`config.mk`:
```
export PLATFORM = sky130hd
export DESIGN_NAME = result_sequencer
export DESIGN_NICKNAME = d
export VERILOG_FILES = /design/src/rtl/result_sequencer.sv
export SDC_FILE = /design/constraint.sdc
export NUM_CORES = 1
export LEC_CHECK = 0
export CORE_ASPECT_RATIO = 1.25
export CORE_MARGIN = 2
export CORE_UTILIZATION = 55
export DETAILED_ROUTE_END_ITERATION = 6
export HOLD_SLACK_MARGIN = 0.15
export PLACE_DENSITY = 0.93
export SYNTH_ARGS = -nofsm -noshare
export SYNTH_HDL_FRONTEND = slang
export SYNTH_SLANG_ARGS = --single-unit
```
`constraint.sdc`:
```
create_clock -name clk_1hz -period 8.8 [get_ports clk_1hz]
set_input_delay 1.32 -clock clk_1hz [delete_from_list [all_inputs] [get_ports clk_1hz]]
set_output_delay 1.32 -clock clk_1hz [all_outputs]
set_load 0.02 [all_outputs]
```
`src/rtl/result_sequencer.sv`:
```
// result_sequencer: snapshots eight 8-bit results and presents them one at a
// time on a 1 Hz clock, HOLD_SEC periods each, with BCD of the shown value.
// Ports: clk_1hz, resetn (async, active-low); data_in[63:0] (entry k at
// [8k+7:8k]), load, start, pause in; value[7:0], bcd[11:0], idx[2:0], group,
// valid, busy, done, load_ignored out (all registered).
// Build option: define RESULT_SEQ_LOOP_EN to wrap from entry 7 back to 0.
module result_sequencer #(
    parameter int HOLD_SEC = 1
) (
    input  logic        clk_1hz,
    input  logic        resetn,
    input  logic [63:0] data_in,
    input  logic        load,
    input  logic        start,
    input  logic        pause,
    output logic [7:0]  value,
    output logic [11:0] bcd,
    output logic [2:0]  idx,
    output logic        group,
    output logic        valid,
    output logic        busy,
    output logic        done,
    output logic        load_ignored
);

    typedef enum logic [1:0] {IDLE, LOADED, SHOW, DONE} state_t;

`ifdef RESULT_SEQ_LOOP_EN
    localparam bit LOOP_EN = 1'b1;
`else
    localparam bit LOOP_EN = 1'b0;
`endif

    localparam logic [3:0] HOLD_LAST = 4'(HOLD_SEC - 1);

    state_t      state_q, state_d;
    logic [63:0] snap_q, snap_d;
    logic [3:0]  hold_q, hold_d;
    logic [2:0]  idx_q, idx_d;
    logic [7:0]  value_q, value_d;
    logic [11:0] bcd_q, bcd_d;
    logic        valid_q, valid_d;
    logic        busy_q, busy_d;
    logic        done_q, done_d;
    logic        li_q, li_d;

    logic [2:0]  next_idx;
    logic [7:0]  next_val;

    // Double-dabble: exact for 0..255
    function automatic logic [11:0] to_bcd(input logic [7:0] v);
        logic [19:0] s;
        s = {12'd0, v};
        for (int i = 0; i < 8; i++) begin
            if (s[11:8] >= 4'd5)  s[11:8]  = s[11:8] + 4'd3;
            if (s[15:12] >= 4'd5) s[15:12] = s[15:12] + 4'd3;
            if (s[19:16] >= 4'd5) s[19:16] = s[19:16] + 4'd3;
            s = s << 1;
        end
        return s[19:8];
    endfunction

    // Wraps 7 -> 0 naturally, which is what the loop build wants
    assign next_idx = idx_q + 3'd1;
    assign next_val = snap_q[{next_idx, 3'b000} +: 8];

    always_comb begin
        state_d = state_q;
        snap_d  = snap_q;
        hold_d  = hold_q;
        idx_d   = idx_q;
        value_d = value_q;
        bcd_d   = bcd_q;
        valid_d = valid_q;
        busy_d  = busy_q;
        done_d  = done_q;
        li_d    = 1'b0;
        unique case (state_q)
            IDLE, LOADED, DONE: begin
                if (load) begin
                    // load wins over start; start must be re-asserted
                    snap_d  = data_in;
                    state_d = LOADED;
                    valid_d = 1'b0;
                    busy_d  = 1'b0;
                    done_d  = 1'b0;
                end else if (state_q == LOADED && start) begin
                    state_d = SHOW;
                    hold_d  = 4'd0;
                    idx_d   = 3'd0;
                    value_d = snap_q[7:0];
                    bcd_d   = to_bcd(snap_q[7:0]);
                    valid_d = 1'b1;
                    busy_d  = 1'b1;
                end
            end
            SHOW: begin
                li_d = load;
                if (!pause) begin
                    if (hold_q == HOLD_LAST) begin
                        hold_d = 4'd0;
                        if (idx_q == 3'd7 && !LOOP_EN) begin
                            // value/bcd/idx keep entry 7
                            state_d = DONE;
                            valid_d = 1'b0;
                            busy_d  = 1'b0;
                            done_d  = 1'b1;
                        end else begin
                            idx_d   = next_idx;
                            value_d = next_val;
                            bcd_d   = to_bcd(next_val);
                        end
                    end else begin
                        hold_d = hold_q + 4'd1;
                    end
                end
            end
            default: state_d = IDLE;
        endcase
    end

    always_ff @(posedge clk_1hz or negedge resetn) begin
        if (!resetn) begin
            state_q <= IDLE;
            snap_q  <= '0;
            hold_q  <= '0;
            idx_q   <= '0;
            value_q <= '0;
            bcd_q   <= '0;
            valid_q <= 1'b0;
            busy_q  <= 1'b0;
            done_q  <= 1'b0;
            li_q    <= 1'b0;
        end else begin
            state_q <= state_d;
            snap_q  <= snap_d;
            hold_q  <= hold_d;
            idx_q   <= idx_d;
            value_q <= value_d;
            bcd_q   <= bcd_d;
            valid_q <= valid_d;
            busy_q  <= busy_d;
            done_q  <= done_d;
            li_q    <= li_d;
        end
    end

    assign value        = value_q;
    assign bcd          = bcd_q;
    assign idx          = idx_q;
    assign group        = idx_q[2];
    assign valid        = valid_q;
    assign busy         = busy_q;
    assign done         = done_q;
    assign load_ignored = li_q;

endmodule

```
Word-level counts from Yosys, hierarchy flattened
Cells that the tools add are included.

Output and inout port bits: 28. Bits in registers: 96. Input bits: 69.

$lt $le $gt $ge: 38. Add/subtract/negate cells: 40. Shift-type cells: 1. Reductions and logical operators: 9. Equal/unequal tests: 12. Multiplexer cells: 196.

Operator list (count): two-way mux 4 bit (110); two-way mux 3 bit (54); greater-or-equal comparator 4 x 3 -> 1 bit (second input constant) (36); adder 4 x 2 -> 4 bit (second input constant) (24); indexed part select 64 x 7 -> 8 bit (1); two-way mux 12 bit (5); two-way mux 8 bit (5); adder 3 x 2 -> 3 bit (second input constant) (12); case mux 12 bit (2 select lines) (1); case mux 8 bit (2 select lines) (1); != test 2 bit (second input constant) (7); two-way mux 1 bit (10); two-way mux 2 bit (5); case mux 4 bit (2 select lines) (1); AND reduction 4 bit (2); adder 1 x 2 -> 3 bit (second input constant) (2); greater-or-equal comparator 1 x 3 -> 1 bit (second input constant) (2); case mux 3 bit (2 select lines) (1); AND reduction 5 bit (1); adder 4 x 1 -> 4 bit (second input constant) (1); == test 2 bit (second input constant) (2); logical NOT 4 bit (1); case mux 1 bit (2 select lines) (2); case mux 2 bit (2 select lines) (1); 9 further kinds (9).

Depth between registers and ports, before layout
Gate-level depths: netlist of the first run.

Word-level depth: 44. Gate-level depth with buffers: 32.

Worst setup path after synthesis of the first run
OpenSTA, ideal clock, no wires.

Kind: register to register. Start point: reg idx_q[0], in the netlist idx[0]. End point: reg bcd_q[1], in the netlist bcd[1]. Period minus slack after synthesis: 6.181 ns. Data arrival time: 6.057 ns. Setup slack: 2.619 ns. Library setup time: 0.124 ns. Buffers on the path: 1. Cell stages (with the launch flop): 28. Path through: dfrtp_1 > ha_1 > buf_2 > mux4_1 > mux2i_4 > inv_1 > ha_1 > nor2b_1 > nor2_1 > xnor2_1 > ha_1 > nand2b_1 > a21oi_1 > or3_2 > nand4_4 > ha_1 > and2b_2 > o31ai_4 > xnor2_1 > ha_1 > nor2b_1 > nor2_1 > or4_1 > o221a_4 > mux2i_4 > nand3_1 > a21oi_1 > o31a_1.

Cells in the longest elaborated chain, start to end: 44. Elaborated cells on any way between the ends: 54. Classes of those cells: 8 x add/sub; 7 x order compare; 2 x eq/ne; 1 x shift; 35 x mux; 1 x reduce/logical.

Ends and longest elaborated chain: start, declared (line 39) `logic [2:0] idx_q, idx_d;`; start signal, assigned (line 138) `idx_q <= idx_d;`; adder 3 x 1 -> 3 bit (line 64) `assign next_idx = idx_q + 3'd1;`; indexed part select 64 x 7 -> 8 bit (line 65) `assign next_val = snap_q[{next_idx, 3'b000} +: 8];`; greater-or-equal comparator 1 x 3 -> 1 bit / adder 1 x 2 -> 3 bit (equally long branches) (line 55) `if (s[11:8] >= 4'd5) s[11:8] = s[11:8] + 4'd3;`; two-way mux 3 bit (line 55); two-way mux 4 bit (line 102) `if (idx_q == 3'd7 && !LOOP_EN) begin`; two-way mux 4 bit (line 100) `if (hold_q == HOLD_LAST) begin`; two-way mux 4 bit (line 99) `if (!pause) begin`; two-way mux 4 bit (line 78) `unique case (state_q)`; (+28 left out); two-way mux 4 bit (line 99); two-way mux 4 bit (line 78); greater-or-equal comparator 4 x 3 -> 1 bit (line 55); two-way mux 4 bit (line 55); two-way mux 12 bit (line 102); two-way mux 12 bit (line 100); two-way mux 12 bit (line 99); case mux 12 bit (2 select lines) (line 78); end signal, assigned (line 129) `bcd_q <= '0;`; end signal, assigned (line 140) `bcd_q <= bcd_d;`; end, declared (line 41) `logic [11:0] bcd_q, bcd_d;`.

Parallel ways exist; a longest one is shown, timed or not. The select of a mux whose other input is x is not followed. A chain may end at the register's enable or synchronous reset.

Worst setup path after layout of the first run
Ends and elaborated chain as after synthesis.

==> flow_metrics.env, run 1 <==
export IMPL_fmax_mhz=129
export IMPL_endpoint_kind="flop"
export IMPL_layout_common_cells="dfrtp_1, clkdlybuf4s50_1, mux2_2, nor2_1, a21oi_1"
export IMPL_die_h_um=122
export IMPL_slew_headroom_pct=27.2
export IMPL_hp_class="flop to flop"
export IMPL_period_needed_ps=7770
export IMPL_postCtsHoldBufs=0
export IMPL_clockRootBuffer="clkbuf_16"
export IMPL_gp_congestion=0.905
export IMPL_finalHoldViolations=0
export IMPL_n_antenna_cell=0
export IMPL_final_util_pct=68.0
export IMPL_cts_tree="yes"
export IMPL_synth_cell_types=72
export IMPL_synth_flop_cell="dfrtp_1"
export IMPL_avgSynthCellArea_sq_um=10.6
export IMPL_min_period_over_period_pct=88.3
export IMPL_vias=5098
export IMPL_cts_buffers=9
export IMPL_cp_start_kind="flop"
export IMPL_critPathKind="flop to flop"
export IMPL_die_w_um=98.7
export IMPL_final_max_slew_viol_count=0
export IMPL_antenna_found_initial=0
export IMPL_cts_resized=0
export IMPL_syn_area_sq_um=6170
export IMPL_io_buffer_count=94
export IMPL_synth_edf_count=0
export IMPL_outcome="completed"
export IMPL_worst_pin_slew_ps=1090
export IMPL_place_hpwl_mm=11.0
export IMPL_area_delta_synth_final_pct=21.6
export IMPL_wirelength_mm=15.9
export IMPL_fin_ws_ps=1030
export IMPL_seq_area_frac_synth_pct=37.7
export IMPL_coreArea_sq_um=11000
export IMPL_drt_iter0_markers=453
export IMPL_crit_path_max_fanout=28
export IMPL_layout_nets=765
export IMPL_die_area_sq_um=12100
export IMPL_htreeDepth=3
export IMPL_ant_nets=0
export IMPL_fin_setup_tns_ps=0
export IMPL_overflow=0
export IMPL_firstDrtPassIters=5
export IMPL_post_cts_setup_buffer_count=0
export IMPL_grt_usage_pct=26.6
export IMPL_path_clk_slew_ps=70
export IMPL_cap_violations=0
export IMPL_first_global_vias=5298
export IMPL_drc_errors=0
export IMPL_worstPathRequired_ps=9030
export IMPL_synthArstFlopShare_pct=100
export IMPL_io_pins=97
export IMPL_cts_sinks=93
export IMPL_finClkSkew_ps=9.10
export IMPL_syn_inst=581
export IMPL_clock_latency_ps=350
export IMPL_grt_pass1_wl_mm=25.7
export IMPL_start_util_pct=55.9
export IMPL_ys_warn_count=0
export IMPL_grt_max_degree=90
export IMPL_cts_buffer_depth=2
export IMPL_pre_cts_ws_ps=1270
export IMPL_num_rows=43
export IMPL_setup_viol=0
export IMPL_routedWlPerCell_um=19.8
export IMPL_synth_seq_cells=93
export IMPL_arrival_ps=8000
export IMPL_drive_gt1_share_pct=19.6
export IMPL_rsz0062_at_grt="no"
export IMPL_viasPerCell=6.33
stage by stage:
stage | cell area [sq um] | cells | hold WS [ps]
after floorplan | 6170 | 582 | 470
after global placement | 7180 | 789 | 467
after detailed placement | 7180 | 789 | 475
after CTS | 7490 | 805 | 490
after global routing | 7490 | 805 | 517
final | 7490 | 805 | 488
synth_stat cells (all sizes together), types with 13 or more instances:
cell / count / area [sq um]
dfrtp: 93 / 2330
mux2: 72 / 818
nor2: 51 / 199
a21oi: 38 / 190
nand2: 37 / 139
ha: 31 / 388
o21ai: 31 / 155
inv: 27 / 101
mux2i: 26 / 327
clkbuf: 16 / 60.1
mux4: 16 / 375
nor3: 13 / 70.1
layout make-up:
cell class / instances / area (sq um)
fill: 704 / 3530
multi-input combinational: 434 / 3590
tap: 135 / 169
sequential: 93 / 2330
inverter: 28 / 110
clock buffer: 9 / 225
clock inverter: 7 / 92.6
timing repair buffer: 99 / 976
sequential cells by signal, indices dropped and copies added (netlist names):
name	cells
value	8
busy	1
idx	3
done	1
hold_q	4
state_q	2
bcd	9
snap_q	64
load_ignored	1
per-layer routing:
metal	wire [um]	vias up	share of wire (%)	track usage (%)
li1	-	2303	-	-
met1	6160	2487	39	31.1
met2	8220	247	52	48.0
met3	937	61	5.9	4.56
met4	601	0	3.8	11.6
met5	0	-	0	0
worst paths after layout:
check                         start         end  slack, ps  cells past startpoint
setup reg to reg             idx[0]      bcd[1]       1030                     27
hold / removal             value[7]    value[7]        490                      2
hold reg to reg            value[7]    value[7]        490                      2
max in group asynchronous    resetn  snap_q[20]       6800                      2
setup / recovery             idx[0]      bcd[1]       1030                     27
min in group asynchronous    resetn  snap_q[57]        750                      1
worst max-delay path, stage by stage (launching register included):
cell and delay, ps:
dfrtp_1 380, buf_4 260, ha_1 920, mux4_1 640
mux2_4 320, clkinv_4 100, ha_1 220, nor2b_1 250
nor2_1 150, xnor2_1 270, ha_1 240, nand2b_1 160
a21oi_1 110, or3_2 450, nand4_4 160, ha_1 170
and2b_2 240, o31ai_4 320, xnor2_1 290, ha_1 310
nor2b_1 280, nor2_1 70, or4_1 420, o221a_4 170
mux2i_4 200, nand3_1 150, a21oi_1 100, o31a_1 280
logic make-up after synthesis:
logic type,synth area share [%]
simple gates,12.0
mux,24.7
compound gates,13.9
xor+xnor,1.28
flops,37.7
other cells,0.0608
buf+inv,4.06
fa+ha+maj,6.29
Power of run 1 is not shown: default switching activity piles up to over one toggle a cycle in this logic, so the estimate is an artifact.
==> run 2: changes to the inputs <==
--- a/config.mk
+++ b/config.mk
@@ -13,2 +13,3 @@
 export PLACE_DENSITY = 0.93
+export SLEW_MARGIN = 20
 export SYNTH_ARGS = -nofsm -noshare
==> constraint.sdc (replaced) <==
create_clock -name clk_1hz -period 8.8 [get_ports clk_1hz]
set_input_delay 2.2 -clock clk_1hz [delete_from_list [all_inputs] [get_ports clk_1hz]]
set_output_delay 2.2 -clock clk_1hz [all_outputs]
set_load 0.02 [all_outputs]
==> run 2 against run 1 <==
Compared with the run above: clock skew decreased by 2.0 ps; register-to-register slack improved by 40 ps; die area unchanged; non-clock buffer count unchanged; cell area about the same; fmax increased by 0.57%; sequential share of layout area about the same; global-route usage unchanged; setup slack improved by 44 ps; flip-flop and latch count unchanged; utilization about the same; first-iteration DRC count increased by 2.2%; critical path type unchanged.
==> flow_metrics.env, run 2 (synthesized netlist as in run 1, its figures left out) <==
export IMPL_arrival_ps=7960
export IMPL_worst_pin_slew_ps=984
export IMPL_crit_path_max_fanout=28
export IMPL_routedWlPerCell_um=19.7
export IMPL_largest_reg_flops=64
export IMPL_drc_errors=0
export IMPL_crit_start="idx[0]"
export IMPL_coreArea_sq_um=11000
export IMPL_rr_startpoint="idx[0]"
export IMPL_place_hpwl_mm=11.0
export IMPL_drive_gt1_share_pct=19.6
export IMPL_cts_tree="yes"
export IMPL_first_global_vias=5298
export IMPL_wirelength_mm=15.8
export IMPL_cts_sinks=93
export IMPL_postCtsHoldBufs=0
export IMPL_layout_nets=765
export IMPL_viasPerCell=6.34
export IMPL_cp_start_kind="flop"
export IMPL_outcome="completed"
export IMPL_n_antenna_cell=0
export IMPL_grt_max_degree=90
export IMPL_num_rows=43
export IMPL_die_w_um=98.7
export IMPL_endpoint_kind="flop"
export IMPL_period_needed_ps=7720
export IMPL_layout_common_cells="dfrtp_1, clkdlybuf4s50_1, mux2_2, nor2_1, a21oi_1"
export IMPL_path_clk_slew_ps=70
export IMPL_dp_cells=789
export IMPL_htreeDepth=3
export IMPL_pre_cts_ws_ps=1270
export IMPL_cts_buffer_depth=2
export IMPL_vias=5106
export IMPL_area_delta_synth_final_pct=21.6
export IMPL_post_cts_setup_buffer_count=0
export IMPL_critPathKind="flop to flop"
export IMPL_clockRootBuffer="clkbuf_16"
export IMPL_setup_viol=0
export IMPL_fmax_mhz=129
export IMPL_io_pins=97
export IMPL_cap_violations=0
export IMPL_hp_class="flop to flop"
export IMPL_overflow=0
export IMPL_regMostFlops="snap_q"
export IMPL_die_area_sq_um=12100
export IMPL_cts_buffers=9
export IMPL_reg2reg_depth=27
export IMPL_fill_cells=702
export IMPL_io_buffer_count=94
export IMPL_antenna_found_initial=0
export IMPL_final_max_slew_viol_count=0
export IMPL_gp_congestion=0.905
export IMPL_finalNonFillerCells=805
export IMPL_finalHoldViolations=0
export IMPL_grt_usage_pct=26.6
export IMPL_fin_ws_ps=1080
export IMPL_min_period_over_period_pct=87.8
export IMPL_finClkSkew_ps=7.13
export IMPL_grt_pass1_wl_mm=25.7
export IMPL_fin_setup_tns_ps=0
export IMPL_clock_latency_ps=350
export IMPL_rsz0062_at_grt="no"
export IMPL_cts_resized=0
export IMPL_drt_iter0_markers=463
export IMPL_hp_start="value[7]"
export IMPL_die_h_um=122
export IMPL_hold_depth=2
export IMPL_ant_nets=0
export IMPL_worstPathRequired_ps=9030
export IMPL_start_util_pct=55.9
export IMPL_slew_headroom_pct=34.3
export IMPL_firstDrtPassIters=5
[run 2: final cells by class]
cell class                 instances  area (sq um)  share of cell area (%)
multi-input combinational        434          3590                    47.9
clock inverter                     7          92.6                    1.23
inverter                          28           110                    1.47
clock buffer                       9           225                    3.00
sequential                        93          2330                    31.0
timing repair buffer              99           980                    13.1
tap                              135           169                    2.25
[run 2: metal layers]
layer	vias to the layer above	wire length, um	track usage [%]
met5	-	0	0
met4	0	574	11.6
met3	56	900	4.56
met2	237	8310	48.0
met1	2514	6040	31.1
li1	2299	-	-
[run 2: critical path, stage by stage (launching register included)]
cell,delay [ps]
dfrtp_1,380
buf_4,260
ha_1,900
mux4_1,640
mux2_4,320
clkinv_4,100
ha_1,220
nor2b_1,250
nor2_1,150
xnor2_1,270
ha_1,240
nand2b_1,150
a21oi_1,110
or3_2,450
nand4_4,160
ha_1,170
and2b_2,240
o31ai_4,320
xnor2_1,290
ha_1,310
nor2b_1,280
nor2_1,70
or4_1,420
o221a_4,170
mux2i_4,200
nand3_1,150
a21oi_1,100
o31a_1,280
[run 2: worst paths after layout]
| check | end | slack [ps] |
|---|---|---|
| worst max-delay path | bcd[1] | 1080 |
| worst min-delay path | value[7] | 490 |
| worst max register to register | bcd[1] | 1080 |
| worst min register to register | value[7] | 490 |
| max in group asynchronous | idx[2] | 6220 |
| min in group asynchronous | snap_q[57] | 1630 |
[run 2: metrics by stage]
step,hold slack [ps],utilization (%),area [sq um]
after floorplan,470,-,6170
after global placement,467,65.1,7180
after detailed placement,475,65.1,7180
after CTS,490,68.0,7490
after global routing,517,68.0,7500
final,487,68.0,7500
Power of run 2 is left out for the same reason.
